<file path="src/rtl/tqvp_crc32_pkg.sv">
// Shared constants, register map and state encoding for the tqvp_crc32 peripheral.
package tqvp_crc32_pkg;

    localparam logic [31:0] CRC_POLY   = 32'hEDB88320;
    localparam logic [31:0] CRC_INIT   = 32'hFFFFFFFF;
    localparam logic [31:0] CRC_XOROUT = 32'hFFFFFFFF;

    localparam logic [5:0] ADDR_DATA   = 6'h00;
    localparam logic [5:0] ADDR_CTRL   = 6'h04;
    localparam logic [5:0] ADDR_STATUS = 6'h08;
    localparam logic [5:0] ADDR_RAW    = 6'h0C;

    localparam logic [1:0] XFER_BYTE = 2'b00;
    localparam logic [1:0] XFER_HALF = 2'b01;
    localparam logic [1:0] XFER_WORD = 2'b10;
    localparam logic [1:0] XFER_NONE = 2'b11;

    typedef enum logic {
        ST_IDLE,
        ST_SHIFT
    } state_t;

    // Number of data bits carried by a transfer of the given width encoding.
    function automatic int unsigned xfer_bits(input logic [1:0] width);
        case (width)
            XFER_BYTE: return 8;
            XFER_HALF: return 16;
            default:   return 32;
        endcase
    endfunction

endpackage

</file>
<file path="src/rtl/tqvp_crc32_step.sv">
// Combinational fold of BITS data bits (LSB first) into a reflected CRC-32 state.
module crc32_step
    import tqvp_crc32_pkg::*;
#(
    parameter int unsigned BITS = 1
) (
    input  logic [31:0]     crc_in,
    input  logic [BITS-1:0] data_bits,
    output logic [31:0]     crc_out
);

    always_comb begin
        logic [31:0] acc;
        acc = crc_in;
        for (int unsigned i = 0; i < BITS; i++) begin
            if (acc[0] ^ data_bits[i]) begin
                acc = (acc >> 1) ^ CRC_POLY;
            end else begin
                acc = acc >> 1;
            end
        end
        crc_out = acc;
    end

endmodule

</file>
<file path="src/rtl/tqvp_crc32.sv">
// TinyQV user peripheral: CRC-32 (IEEE 802.3) engine folding BITS_PER_CYCLE bits per clock,
// with a stalled read of DATA/RAW while a fold is in flight.
module tqvp_crc32
    import tqvp_crc32_pkg::*;
#(
    parameter int unsigned BITS_PER_CYCLE = 1
) (
    input  logic        clk,
    input  logic        rst_n,
    input  logic [7:0]  ui_in,
    output logic [7:0]  uo_out,
    input  logic [5:0]  address,
    input  logic [31:0] data_in,
    input  logic [1:0]  data_write_n,
    input  logic [1:0]  data_read_n,
    output logic [31:0] data_out,
    output logic        data_ready,
    output logic        user_interrupt
);

    state_t      state;
    logic [31:0] crc;
    logic [31:0] shreg;
    logic [5:0]  remaining;
    logic        done;
    logic        overrun;
    logic        irq_en;
    logic [31:0] crc_next;

    logic wr_en, rd_en, busy;
    logic data_wr, ctrl_wr, status_wr, init;
    logic unused_inputs;

    assign unused_inputs = &{1'b0, ui_in};

    always_comb begin
        wr_en     = (data_write_n != XFER_NONE);
        rd_en     = (data_read_n != XFER_NONE);
        busy      = (state == ST_SHIFT);
        data_wr   = wr_en && (address == ADDR_DATA);
        ctrl_wr   = wr_en && (address == ADDR_CTRL);
        status_wr = wr_en && (address == ADDR_STATUS);
        init      = ctrl_wr && data_in[0];
    end

    crc32_step #(.BITS(BITS_PER_CYCLE)) u_step (
        .crc_in    (crc),
        .data_bits (shreg[BITS_PER_CYCLE-1:0]),
        .crc_out   (crc_next)
    );

    // Completion is applied after the STATUS clear so a coincident clear loses,
    // and INIT is applied last so it overrides a completion in the same cycle.
    always_ff @(posedge clk or negedge rst_n) begin
        if (!rst_n) begin
            state     <= ST_IDLE;
            crc       <= CRC_INIT;
            shreg     <= '0;
            remaining <= '0;
            done      <= 1'b0;
            overrun   <= 1'b0;
            irq_en    <= 1'b0;
        end else begin
            if (ctrl_wr) begin
                irq_en <= data_in[1];
            end
            if (status_wr) begin
                if (data_in[1]) done    <= 1'b0;
                if (data_in[2]) overrun <= 1'b0;
            end
            case (state)
                ST_IDLE: begin
                    if (data_wr) begin
                        shreg     <= data_in;
                        remaining <= 6'(xfer_bits(data_write_n) / BITS_PER_CYCLE);
                        state     <= ST_SHIFT;
                    end
                end
                ST_SHIFT: begin
                    if (data_wr) begin
                        overrun <= 1'b1;
                    end
                    crc       <= crc_next;
                    shreg     <= shreg >> BITS_PER_CYCLE;
                    remaining <= remaining - 6'd1;
                    if (remaining == 6'd1) begin
                        state <= ST_IDLE;
                        done  <= 1'b1;
                    end
                end
                default: state <= ST_IDLE;
            endcase
            if (init) begin
                state     <= ST_IDLE;
                crc       <= CRC_INIT;
                remaining <= '0;
                done      <= 1'b0;
                overrun   <= 1'b0;
            end
        end
    end

    always_comb begin
        data_out = '0;
        case (address)
            ADDR_DATA:   data_out = crc ^ CRC_XOROUT;
            ADDR_CTRL:   data_out = {30'b0, irq_en, 1'b0};
            ADDR_STATUS: data_out = {29'b0, overrun, done, busy};
            ADDR_RAW:    data_out = crc;
            default:     data_out = '0;
        endcase
    end

    assign data_ready     = !(rd_en && busy && ((address == ADDR_DATA) || (address == ADDR_RAW)));
    assign uo_out         = {6'b0, done, busy};
    assign user_interrupt = done & irq_en;

endmodule

</file>
<file path="config.mk">
export PLATFORM = sky130hd
export DESIGN_NAME = tqvp_crc32
export DESIGN_NICKNAME = d
export VERILOG_FILES = /design/src/rtl/tqvp_crc32_pkg.sv /design/src/rtl/tqvp_crc32_step.sv /design/src/rtl/tqvp_crc32.sv
export SDC_FILE = /design/constraint.sdc
export NUM_CORES = 1
export LEC_CHECK = 0
export CORE_MARGIN = 1.5
export CORE_UTILIZATION = 43
export DETAILED_ROUTE_END_ITERATION = 16
export DONT_BUFFER_PORTS = 1
export PLACE_DENSITY = 0.62
export SLEW_MARGIN = 20
export SYNTH_ARGS = -nofsm -noshare
export SYNTH_HDL_FRONTEND = slang
export SYNTH_SLANG_ARGS = --single-unit
</file>
<file path="constraint.sdc">
create_clock -name clk -period 2.6 [get_ports clk]
set_clock_uncertainty 0.1 [all_clocks]
set_input_delay 0.52 -clock clk [delete_from_list [all_inputs] [get_ports clk]]
set_output_delay 0.52 -clock clk [all_outputs]
set_load 0.05 [all_outputs]
</file>
==> summary.md, run 1 <==
| Metric | Value |
|---|---|
| TritonCTS Sinks | `74` |
| Fin crit share | `101%` |
| Critical Path Slowest Stage Cell | `or4_4` |
| Port Buffers | `0` |
| R2R cell count | `4` |
| Vias/cell | `5.27` |
| Vias in the first global route | `2891` |
| Num CTS Buffers | `9` |
| CP Buf/Inv Count | `2` |
| Combinational share of power | `35.1%` |
| Area Growth Syn to Fin | `33.8%` |
| Fillcell total | `753` |
| Max FO, Critical Path | `9` |
| CTS tree | `built` |
| Final Wtd Congestion | `0.807` |
| Crit-path max cell delay | `0.55 ns` |
| DR top layer | `met4` |
| HP Start | `data_in[31]` |
| Via Count | `2957` |
| Number of diodes | `0` |
| Setup Crit Path Kind | `in2out` |
| Share of cells above drive strength 1 | `30.0%` |
| First-pass GRT wire length | `13.9 mm` |
| Wire per inst | `14.6 um` |
| Post-Syn Area | `3950 um2` |
| Initial drt markers | `145` |
| Leak Pwr | `2.36 nW` |
| Post-CTS setup buffers | `0` |
| Starting Density | `44.8%` |
| Sequential Area | `1900 um2` |
| Synth Warn # | `0` |
| Final Slew Violations | `0` |
| Sum of negative setup slack | `-0.0800 ns` |
| Peak supply drop | `0.451 mV` |
| Power Density | `970 nW/um2` |
| Peak Freq | `382 MHz` |
| Sw frac | `38.8%` |
| Routed Antenna Nets | `0` |
| Chip Width | `98.8 um` |
| Distinct cells, synth | `34` |
| M1 WL | `3.67 mm` |
| Clock Latency Late Sink | `0.35 ns` |
| DRC Markers | `8` |
| H-Tree Depth | `3` |
| Clk slew on worst S/H paths | `0.08 ns` |
| # IOs | `94` |
| Seq/Total Area, Yosys | `48.0%` |
| Max-Cap Viols | `0` |
| Die Height | `98.8 um` |
| CP startpoint kind | `primary input` |
| Worst path most repeated cell | `buf_12` |
| Antenna violations before repair | `0` |
| Reg-to-Reg End | `done` |
| DRT Pass-1 Iters | `10` |
| Cell Chain, Critical Path | `or4_4 > or3_4 > buf_12 > o21ai_4 > buf_12` |
| Gr usage total | `18.0%` |
| Overflow after GRT | `0` |
| Syn Inst Count | `419` |
| Die area | `9760 um2` |
| Crit. End Element | `output pin` |
| Most common cell after layout, fill and taps aside | `nand2_1` |
| WL met2 | `3.97 mm` |
| Arr. time, crit path | `2.00 ns` |
| Setup violators final | `8` |
| Multi-input gate area | `2230 um2` |
| Most frequent cells in the layout | `102 x nand2_1, 65 x mux2i_1, 41 x dfrtp_1` |
| Placed Instances | `543` |
| Net count, final | `502` |
| Final hold vios | `0` |
| FF-to-FF Start | `busy` |
| NetSw | `1.99 mW` |
| P_int | `3.13 mW` |
| Setup slack, reg-to-reg | `0.82 ns` |
| Bufs on Longest Clock Path | `2` |
| Power share of the clock group | `15.3%` |
| Failing checks | `DRC, setup timing` |
| Min-delay worst type | `in2reg` |
| Row Count | `34` |
| Root buffer cell | `clkbuf_8` |
| Core Footprint | `8810 um2` |
| Required @ worst endpoint | `1.98 ns` |
| HPWL Detailed | `5.72 mm` |
| Final Non-Filler Cells | `561` |
| Pin count of the biggest net entering global routing | `75` |
| Final Critical Period | `2.62 ns` |
| WHS Path Cells | `2` |
| Reg power frac | `49.6%` |
| Crit path max-delay family | `simple AND/OR/NAND/NOR gates` |
| Status | `finished, violations left` |
| PnR worst setup slack | `-0.0203 ns` |
| Met3 Routed Length | `406 um` |
| Synth Area per Inst | `9.42 um2` |
| RSZ-0062 raised after global routing | `true` |
| Worst Hold End | `shreg[31]` |
| Final WL | `8.20 mm` |
| FF+latch count, synth | `74` |
| Power, Total | `5.12 mW` |
==> Yosys cell counts <==
| master | count | area (um2) |
|---|---|---|
| mux2i_1 | 65 | 651 |
| ha_1 | 2 | 25.0 |
| xor2_1 | 1 | 8.76 |
| clkbuf_1 | 19 | 71.3 |
| o31ai_1 | 1 | 7.51 |
| o211ai_1 | 1 | 7.51 |
| nand2b_1 | 2 | 12.5 |
| xnor2_1 | 16 | 140 |
| a211oi_1 | 3 | 22.5 |
| buf_1 | 4 | 15.0 |
| conb_1 | 1 | 3.75 |
| nor4_1 | 1 | 6.26 |
| nor3b_1 | 1 | 7.51 |
| and3_1 | 2 | 12.5 |
| a211o_1 | 1 | 8.76 |
| o21ai_0 | 64 | 320 |
| nor2_1 | 8 | 30.0 |
| a21oi_1 | 8 | 40.0 |
| or4_1 | 2 | 15.0 |
| buf_2 | 5 | 25.0 |
| and2_1 | 2 | 12.5 |
| nand3b_1 | 1 | 7.51 |
| nand2_1 | 103 | 387 |
| dfrtp_1 | 42 | 1050 |
| mux2_2 | 3 | 33.8 |
| inv_1 | 6 | 22.5 |
| dfstp_2 | 32 | 841 |
| and4_1 | 1 | 8.76 |
| o211a_1 | 2 | 20.0 |
| or3_1 | 4 | 25.0 |
| nand3_1 | 2 | 10.0 |
| nor3_1 | 5 | 25.0 |
| buf_4 | 8 | 60.1 |
| or3_4 | 1 | 11.3 |
==> per-layer routing <==
layer  global-route usage [%]  up-vias
met2                     29.5       62
li1                         -     1465
met5                        0        -
met3                     4.89       11
met4                     6.37        0
met1                     22.9     1419
==> cells by family after synthesis <==
kind of cell / count (synthesis) / synth area share (%)
buffers and inverters: 42 / 4.92
AOI/OAI and AO/OA: 80 / 10.8
other: 1 / 0.0951
DFF: 74 / 48.0
muxes: 68 / 17.3
adders and majority gates: 2 / 0.634
and+or+nand+nor: 135 / 14.5
xor gates and xnor gates: 17 / 3.77
==> what timing repair did <==
item | in CTS | in global routing
pin swaps | 1 | 0
hold buffers | 2 | 0
gates resized for setup | 2 | 0
hold endpoints to repair | 74 | 0
setup endpoints to repair | 14 | 25
==> metrics by stage <==
step           worst slack (ns)  utilization, %  hold WS, ns  cell area, um2
2_1_floorplan            -0.288               -        0.124            4350
3_3_place_gp            -0.0213            57.4        0.127            5060
3_5_place_dp            -0.0381            57.4        0.127            5060
4_1_cts                 -0.0257            59.9        0.184            5280
5_1_grt                 -0.0431            59.9        0.203            5280
6_report                -0.0203            59.9        0.195            5280
==> power by group through the flow <==
stage / logic [mW] / registers (mW) / clock network [mW]
after floorplan: 1.56 / 2.37 / 0
after global placement: 1.73 / 2.53 / 0
after detailed placement: 1.79 / 2.56 / 0
after CTS: 1.83 / 2.55 / 0.815
after global routing: 2.03 / 2.64 / 0.865
final: 1.80 / 2.54 / 0.785
==> cell type report <==
class / count / area share [%]
well taps: 108 / 2.56
repair buffers: 49 / 15.5
inverters: 6 / 0.427
multi-input cells: 308 / 42.3
flip-flops and latches: 74 / 35.9
clock buffers: 10 / 2.42
clock inverters: 6 / 0.830
==> how the worst max path moves through the flow <==
stage	start	end	slack (ns)	depth (start not counted)
floorplan	address[1]	data_out[0]	-0.29	3
global route	address[1]	data_out[15]	-0.04	5
detailed placement	address[1]	data_out[26]	-0.04	5
finish	address[1]	data_out[15]	-0.02	5
CTS	address[1]	data_out[15]	-0.03	5
global placement	address[1]	data_out[25]	-0.02	5
==> state kept, by name (all words and copies together) (netlist names) <==
| register | flops |
|---|---|
| shreg | 32 |
| irq_en | 1 |
| busy | 1 |
| crc | 32 |
| remaining | 6 |
| overrun | 1 |
| done | 1 |
Power figures use the tool's default switching activity.
==> run 2: changes to the inputs <==
--- a/config.mk
+++ b/config.mk
@@ -6,10 +6,10 @@
 export NUM_CORES = 1
 export LEC_CHECK = 0
 export CORE_MARGIN = 1.5
-export CORE_UTILIZATION = 43
+export CORE_UTILIZATION = 47
 export DETAILED_ROUTE_END_ITERATION = 16
 export DONT_BUFFER_PORTS = 1
-export PLACE_DENSITY = 0.62
+export PLACE_DENSITY = 0.66
 export SLEW_MARGIN = 20
 export SYNTH_ARGS = -nofsm -noshare
 export SYNTH_HDL_FRONTEND = slang
==> summary.md, run 2 (synthesis gave the netlist of run 1 again) <==
| Metric | Value |
|---|---|
| Vias/cell | `5.32 (+0.84%)` |
| Pin count of the biggest net entering global routing | `75 (unchanged)` |
| Peak supply drop | `0.653 mV (+45%)` |
| Most frequent cells in the layout | `102 x nand2_1, 65 x mux2i_1, 41 x dfrtp_1` |
| Placed Instances | `540 (-0.55%)` |
| CP startpoint kind | `primary input` |
| Starting Density | `48.3% (+3.5 points)` |
| Required @ worst endpoint | `1.98 ns (about the same)` |
| WHS | `0.212 ns (+0.0167 ns)` |
| RSZ-0062 raised after global routing | `true` |
| Net count, final | `502 (unchanged)` |
| DRC Markers | `0 (-8)` |
| Max-Cap Viols | `0 (unchanged)` |
| Setup violators final | `0 (-8)` |
| Setup Crit Path Kind | `in2out` |
| Status | `complete, no violations` |
| First-pass GRT wire length | `13.5 mm (-2.9%)` |
| Met3 Routed Length | `263 um (-35%)` |
| Row Count | `33 (-2.9%)` |
| Placed Instance Area | `5020 um2 (-0.77%)` |
| Biggest regs | `crc: 32 flops, shreg: 32 flops, remaining: 6 flops` |
| Port Buffers | `0 (unchanged)` |
| Final Critical Period | `2.58 ns (-0.0392 ns)` |
| Power Density | `1010 nW/um2 (+4.0%)` |
| Setup slack, reg-to-reg | `0.72 ns (-0.10 ns)` |
| Fin util | `64.6% (+4.7 points)` |
| Post-CTS setup buffers | `0 (unchanged)` |
| Min-delay worst type | `in2reg` |
| Die area | `8950 um2 (-8.3%)` |
| Leak Pwr | `2.38 nW (+0.80%)` |
| Final Instance Area | `5280 um2 (about the same)` |
| Antenna violations before repair | `0 (unchanged)` |
| Gr usage total | `19.3% (+1.3 points)` |
| Chip Width | `94.6 um (-4.2%)` |
| Final Non-Filler Cells | `558 (-0.53%)` |
| Bufs on Longest Clock Path | `2 (unchanged)` |
| HPWL Detailed | `5.40 mm (-5.6%)` |
| M1 WL | `3.58 mm (-2.4%)` |
| Final WL | `7.91 mm (-3.5%)` |
| Initial drt markers | `118 (-19%)` |
| Most common cell after layout, fill and taps aside | `nand2_1` |
| # IOs | `94 (unchanged)` |
| Overflow after GRT | `0 (unchanged)` |
| Setup WS pre-CTS | `0.0156 ns (+0.0537 ns)` |
| Routed Antenna Nets | `0 (unchanged)` |
| Final Wtd Congestion | `0.766 (-5.2%)` |
| DR top layer | `met4` |
| Share of cells above drive strength 1 | `29.6% (-0.44 points)` |
| Root buffer cell | `clkbuf_8` |
| Number of diodes | `0 (unchanged)` |
| Arr. time, crit path | `1.96 ns (-0.04 ns)` |
| Crit. End Element | `output pin` |
| Max FO, Critical Path | `10 (+1)` |
| Power, Total | `5.33 mW (+4.1%)` |
| Final Slew Violations | `0 (unchanged)` |
| PnR worst setup slack | `0.0189 ns (+0.0392 ns)` |
| Via Count | `2966 (+0.30%)` |
| CTS tree | `built` |
| Core Footprint | `8180 um2 (-7.2%)` |
| Num CTS Buffers | `9 (unchanged)` |
| Wire per inst | `14.2 um (-3.0%)` |
| Clk slew on worst S/H paths | `0.07 ns (about the same)` |
| DRT Pass-1 Iters | `4 (-6)` |
| Area Growth Syn to Fin | `33.9% (about the same)` |
| Clock Latency Late Sink | `0.34 ns (about the same)` |
| Peak Freq | `387 MHz (+1.5%)` |
| H-Tree Depth | `3 (unchanged)` |
| Fillcell total | `694 (-7.8%)` |
| WL met2 | `3.98 mm (+0.23%)` |
| TritonCTS Sinks | `74 (unchanged)` |
| Sum of negative setup slack | `0 ns (+0.0800 ns)` |
| Vias in the first global route | `2896 (+0.17%)` |
| Fin crit share | `99.3% (-1.5 points)` |
| Die Height | `94.6 um (-4.2%)` |
| Final hold vios | `0 (unchanged)` |
==> run 2: per-layer routing <==
layer / vias up / GRT usage, %
li1: 1466 / -
met1: 1439 / 23.5
met2: 54 / 33.6
met3: 7 / 4.27
met4: 0 / 6.34
met5: - / 0
==> run 2: worst paths after layout <==
path                        startpoint         end  cells after the start
max in group asynchronous        rst_n     crc[19]                      2
min reg2reg                  shreg[15]   shreg[14]                      2
min in group asynchronous        rst_n      irq_en                      2
max reg2reg                       busy   shreg[26]                      3
min                        data_in[31]   shreg[31]                      2
max                         address[1]  data_ready                      6
==> run 2: final cells by class <==
class | count | area, um2 | share of cell area, %
Multi-Input combinational cell | 308 | 2220 | 42.0
Sequential cell | 74 | 1900 | 35.9
Timing Repair Buffer | 49 | 791 | 15.0
Clock buffer | 10 | 138 | 2.61
Tap cell | 105 | 131 | 2.49
Clock inverter | 6 | 87.6 | 1.66
Inverter | 6 | 22.5 | 0.426
==> run 2: worst max-delay path: stages <==
cell and delay [ns]:
or4_4 0.52, or3_4 0.39, buf_12 0.18, inv_2 0.05, o211ai_1 0.08, buf_4 0.22
==> run 2: repair_timing <==
item | in CTS | in global routing
endpoints found under the setup margin | 0 | 3
resized for setup | 0 | 0
hold endpoints to repair | 74 | 0
hold buffers | 2 | 0
==> run 2: report_power, final <==
group          switching [mW]  internal (mW)  total (mW)  leakage, nW
registers               0.659           1.89        2.55        0.885
clock network           0.434          0.567        1.00        0.107
logic                   0.892          0.885        1.78         1.39
total                    1.98           3.34        5.33         2.38
==> run 3: changes to the inputs <==
--- a/config.mk
+++ b/config.mk
@@ -5,11 +5,14 @@
 export SDC_FILE = /design/constraint.sdc
 export NUM_CORES = 1
 export LEC_CHECK = 0
+export CAP_MARGIN = 5
+export CELL_PAD_IN_SITES_DETAIL_PLACEMENT = 0
+export CELL_PAD_IN_SITES_GLOBAL_PLACEMENT = 1
 export CORE_MARGIN = 1.5
 export CORE_UTILIZATION = 47
 export DETAILED_ROUTE_END_ITERATION = 16
 export DONT_BUFFER_PORTS = 1
-export PLACE_DENSITY = 0.66
+export PLACE_DENSITY = 0.82
 export SLEW_MARGIN = 20
 export SYNTH_ARGS = -nofsm -noshare
 export SYNTH_HDL_FRONTEND = slang
==> summary.md, run 3 (synthesis gave the netlist of run 1 again) <==
| Metric | Value |
|---|---|
| Worst path most repeated cell | `buf_12` |
| Leak Pwr | `2.43 nW (+1.8%)` |
| Final hold vios | `0 (unchanged)` |
| DRT Pass-1 Iters | `4 (unchanged)` |
| Crit-path max cell delay | `0.55 ns (+0.03 ns)` |
| Biggest regs | `crc: 32 flops, shreg: 32 flops, remaining: 6 flops` |
| Fin crit share | `102% (+2.8 points)` |
| Port Buffers | `0 (unchanged)` |
| Number of diodes | `0 (unchanged)` |
| Critical Path Slowest Stage Cell | `or4_4` |
| FF-to-FF Start | `busy` |
| Die area | `8950 um2 (unchanged)` |
| Final Critical Period | `2.65 ns (+0.0722 ns)` |
| Vias in the first global route | `2977 (+2.8%)` |
| # IOs | `94 (unchanged)` |
| Crit path max-delay family | `simple AND/OR/NAND/NOR gates` |
| Final Instance Area | `5370 um2 (+1.7%)` |
| Bufs on Longest Clock Path | `2 (unchanged)` |
| Pin count of the biggest net entering global routing | `75 (unchanged)` |
| Setup WS pre-CTS | `-0.0706 ns (-0.0862 ns)` |
| First-pass GRT wire length | `13.9 mm (+2.8%)` |
| Overflow after GRT | `0 (unchanged)` |
| Die Height | `94.6 um (unchanged)` |
| Wire per inst | `14.5 um (+2.2%)` |
| Chip Width | `94.6 um (unchanged)` |
| CP startpoint kind | `primary input` |
| TritonCTS Sinks | `74 (unchanged)` |
| RSZ-0062 raised after global routing | `true` |
| Antenna violations before repair | `0 (unchanged)` |
| Via Count | `2989 (+0.78%)` |
| Status | `finished, violations left` |
| Initial drt markers | `119 (+0.85%)` |
| Vias/cell | `5.32 (about the same)` |
| CTS tree | `built` |
| Row Count | `33 (unchanged)` |
| Cell Chain, Critical Path | `or4_4 > or3_4 > buf_12 > o21ai_4 > buf_12` |
| Net count, final | `506 (+0.80%)` |
| Fin util | `65.7% (+1.1 points)` |
| Power Density | `992 nW/um2 (-1.7%)` |
| Setup slack, reg-to-reg | `0.83 ns (+0.11 ns)` |
| Num CTS Buffers | `9 (unchanged)` |
| Area Growth Syn to Fin | `36.1%` |
| Failing checks | `setup timing` |
| Core Footprint | `8180 um2 (unchanged)` |
| HP Start | `data_in[31]` |
| Peak supply drop | `0.511 mV (-22%)` |
| Gr usage total | `20.0% (+0.73 points)` |
| Max-Cap Viols | `0 (unchanged)` |
| Routed Antenna Nets | `0 (unchanged)` |
| Share of cells above drive strength 1 | `30.4% (+0.84 points)` |
| Clock Latency Late Sink | `0.35 ns (about the same)` |
| Reg-to-Reg End | `remaining[1]` |
| Crit. End Element | `output pin` |
| Root buffer cell | `clkbuf_8` |
| Most frequent cells in the layout | `102 x nand2_1, 65 x mux2i_1, 41 x dfrtp_1` |
| H-Tree Depth | `3 (unchanged)` |
| Placed Instance Area | `5070 um2 (+1.0%)` |
| Min-delay worst type | `in2reg` |
| Setup violators final | `27 (+27)` |
| Max FO, Critical Path | `5 (-5)` |
| WHS Path Cells | `2 (unchanged)` |
| Setup Crit Path Kind | `in2out` |
| Required @ worst endpoint | `1.98 ns (about the same)` |
| PnR worst setup slack | `-0.0533 ns (-0.0722 ns)` |
| Final WL | `8.14 mm (+2.9%)` |
| HPWL Detailed | `5.44 mm (+0.69%)` |
| Most common cell after layout, fill and taps aside | `nand2_1` |
| R2R cell count | `3 (unchanged)` |
| Peak Freq | `377 MHz (-2.7%)` |
| Clk slew on worst S/H paths | `0.07 ns (about the same)` |
| Final Slew Violations | `0 (unchanged)` |
| CP Buf/Inv Count | `2 (-1)` |
| DRC Markers | `0 (unchanged)` |
| Worst Hold End | `shreg[31]` |
| Starting Density | `48.3% (unchanged)` |
| Arr. time, crit path | `2.03 ns (+0.07 ns)` |
| Final Wtd Congestion | `0.709 (-7.3%)` |
-- run 3: area by class of cell --
class	instances	area, um2
repair buffers	52	858
multi-input cells	309	2230
inverters	6	22.5
flip-flops and latches	74	1900
clock inverters	6	90.1
well taps	105	131
fillers	647	2810
clock buffers	10	138
-- run 3: metrics by stage --
step / power (mW) / setup TNS [ns] / cells / hold WS [ns]
CTS: 5.39 / -0.742 / 561 / 0.191
detailed placement: 4.33 / -1.06 / 542 / 0.125
finish: 5.33 / -0.650 / 562 / 0.203
global placement: 4.23 / -0.679 / 542 / 0.126
floorplan: 3.92 / -3.55 / 424 / 0.124
global route: 5.74 / -1.24 / 562 / 0.194
-- run 3: power breakdown --
| group | total, mW | switching (mW) | internal, mW |
|---|---|---|---|
| clock | 0.998 | 0.430 | 0.568 |
| sequential | 2.55 | 0.661 | 1.89 |
| combinational | 1.77 | 0.893 | 0.881 |
| total | 5.33 | 1.98 | 3.34 |
-- run 3: layer usage --
layer	vias to the layer above	wire, um	track usage (%)
met2	61	4160	35.2
met1	1437	3560	23.7
met5	-	0	0
li1	1479	-	-
met3	12	291	3.86
met4	0	137	8.33
-- run 3: worst max path at each step --
stage,from,end,slack [ns],depth (start not counted)
2_1_floorplan,address[1],data_out[0],-0.29,3
5_1_grt,address[1],data_out[18],-0.07,5
3_3_place_gp,address[1],data_out[25],-0.05,5
3_5_place_dp,address[1],data_out[23],-0.07,5
4_1_cts,address[1],data_out[18],-0.06,5
6_report,address[1],data_out[18],-0.05,5
-- run 3: what timing repair did --
item | CTS | global route
pin swaps | 0 | 2
setup endpoints to repair | 28 | 25
endpoints found under the hold margin | 74 | 0
resized for setup | 3 | 1
gates cloned | 1 | 0
hold buffers | 2 | 0
setup buffers | 0 | 1
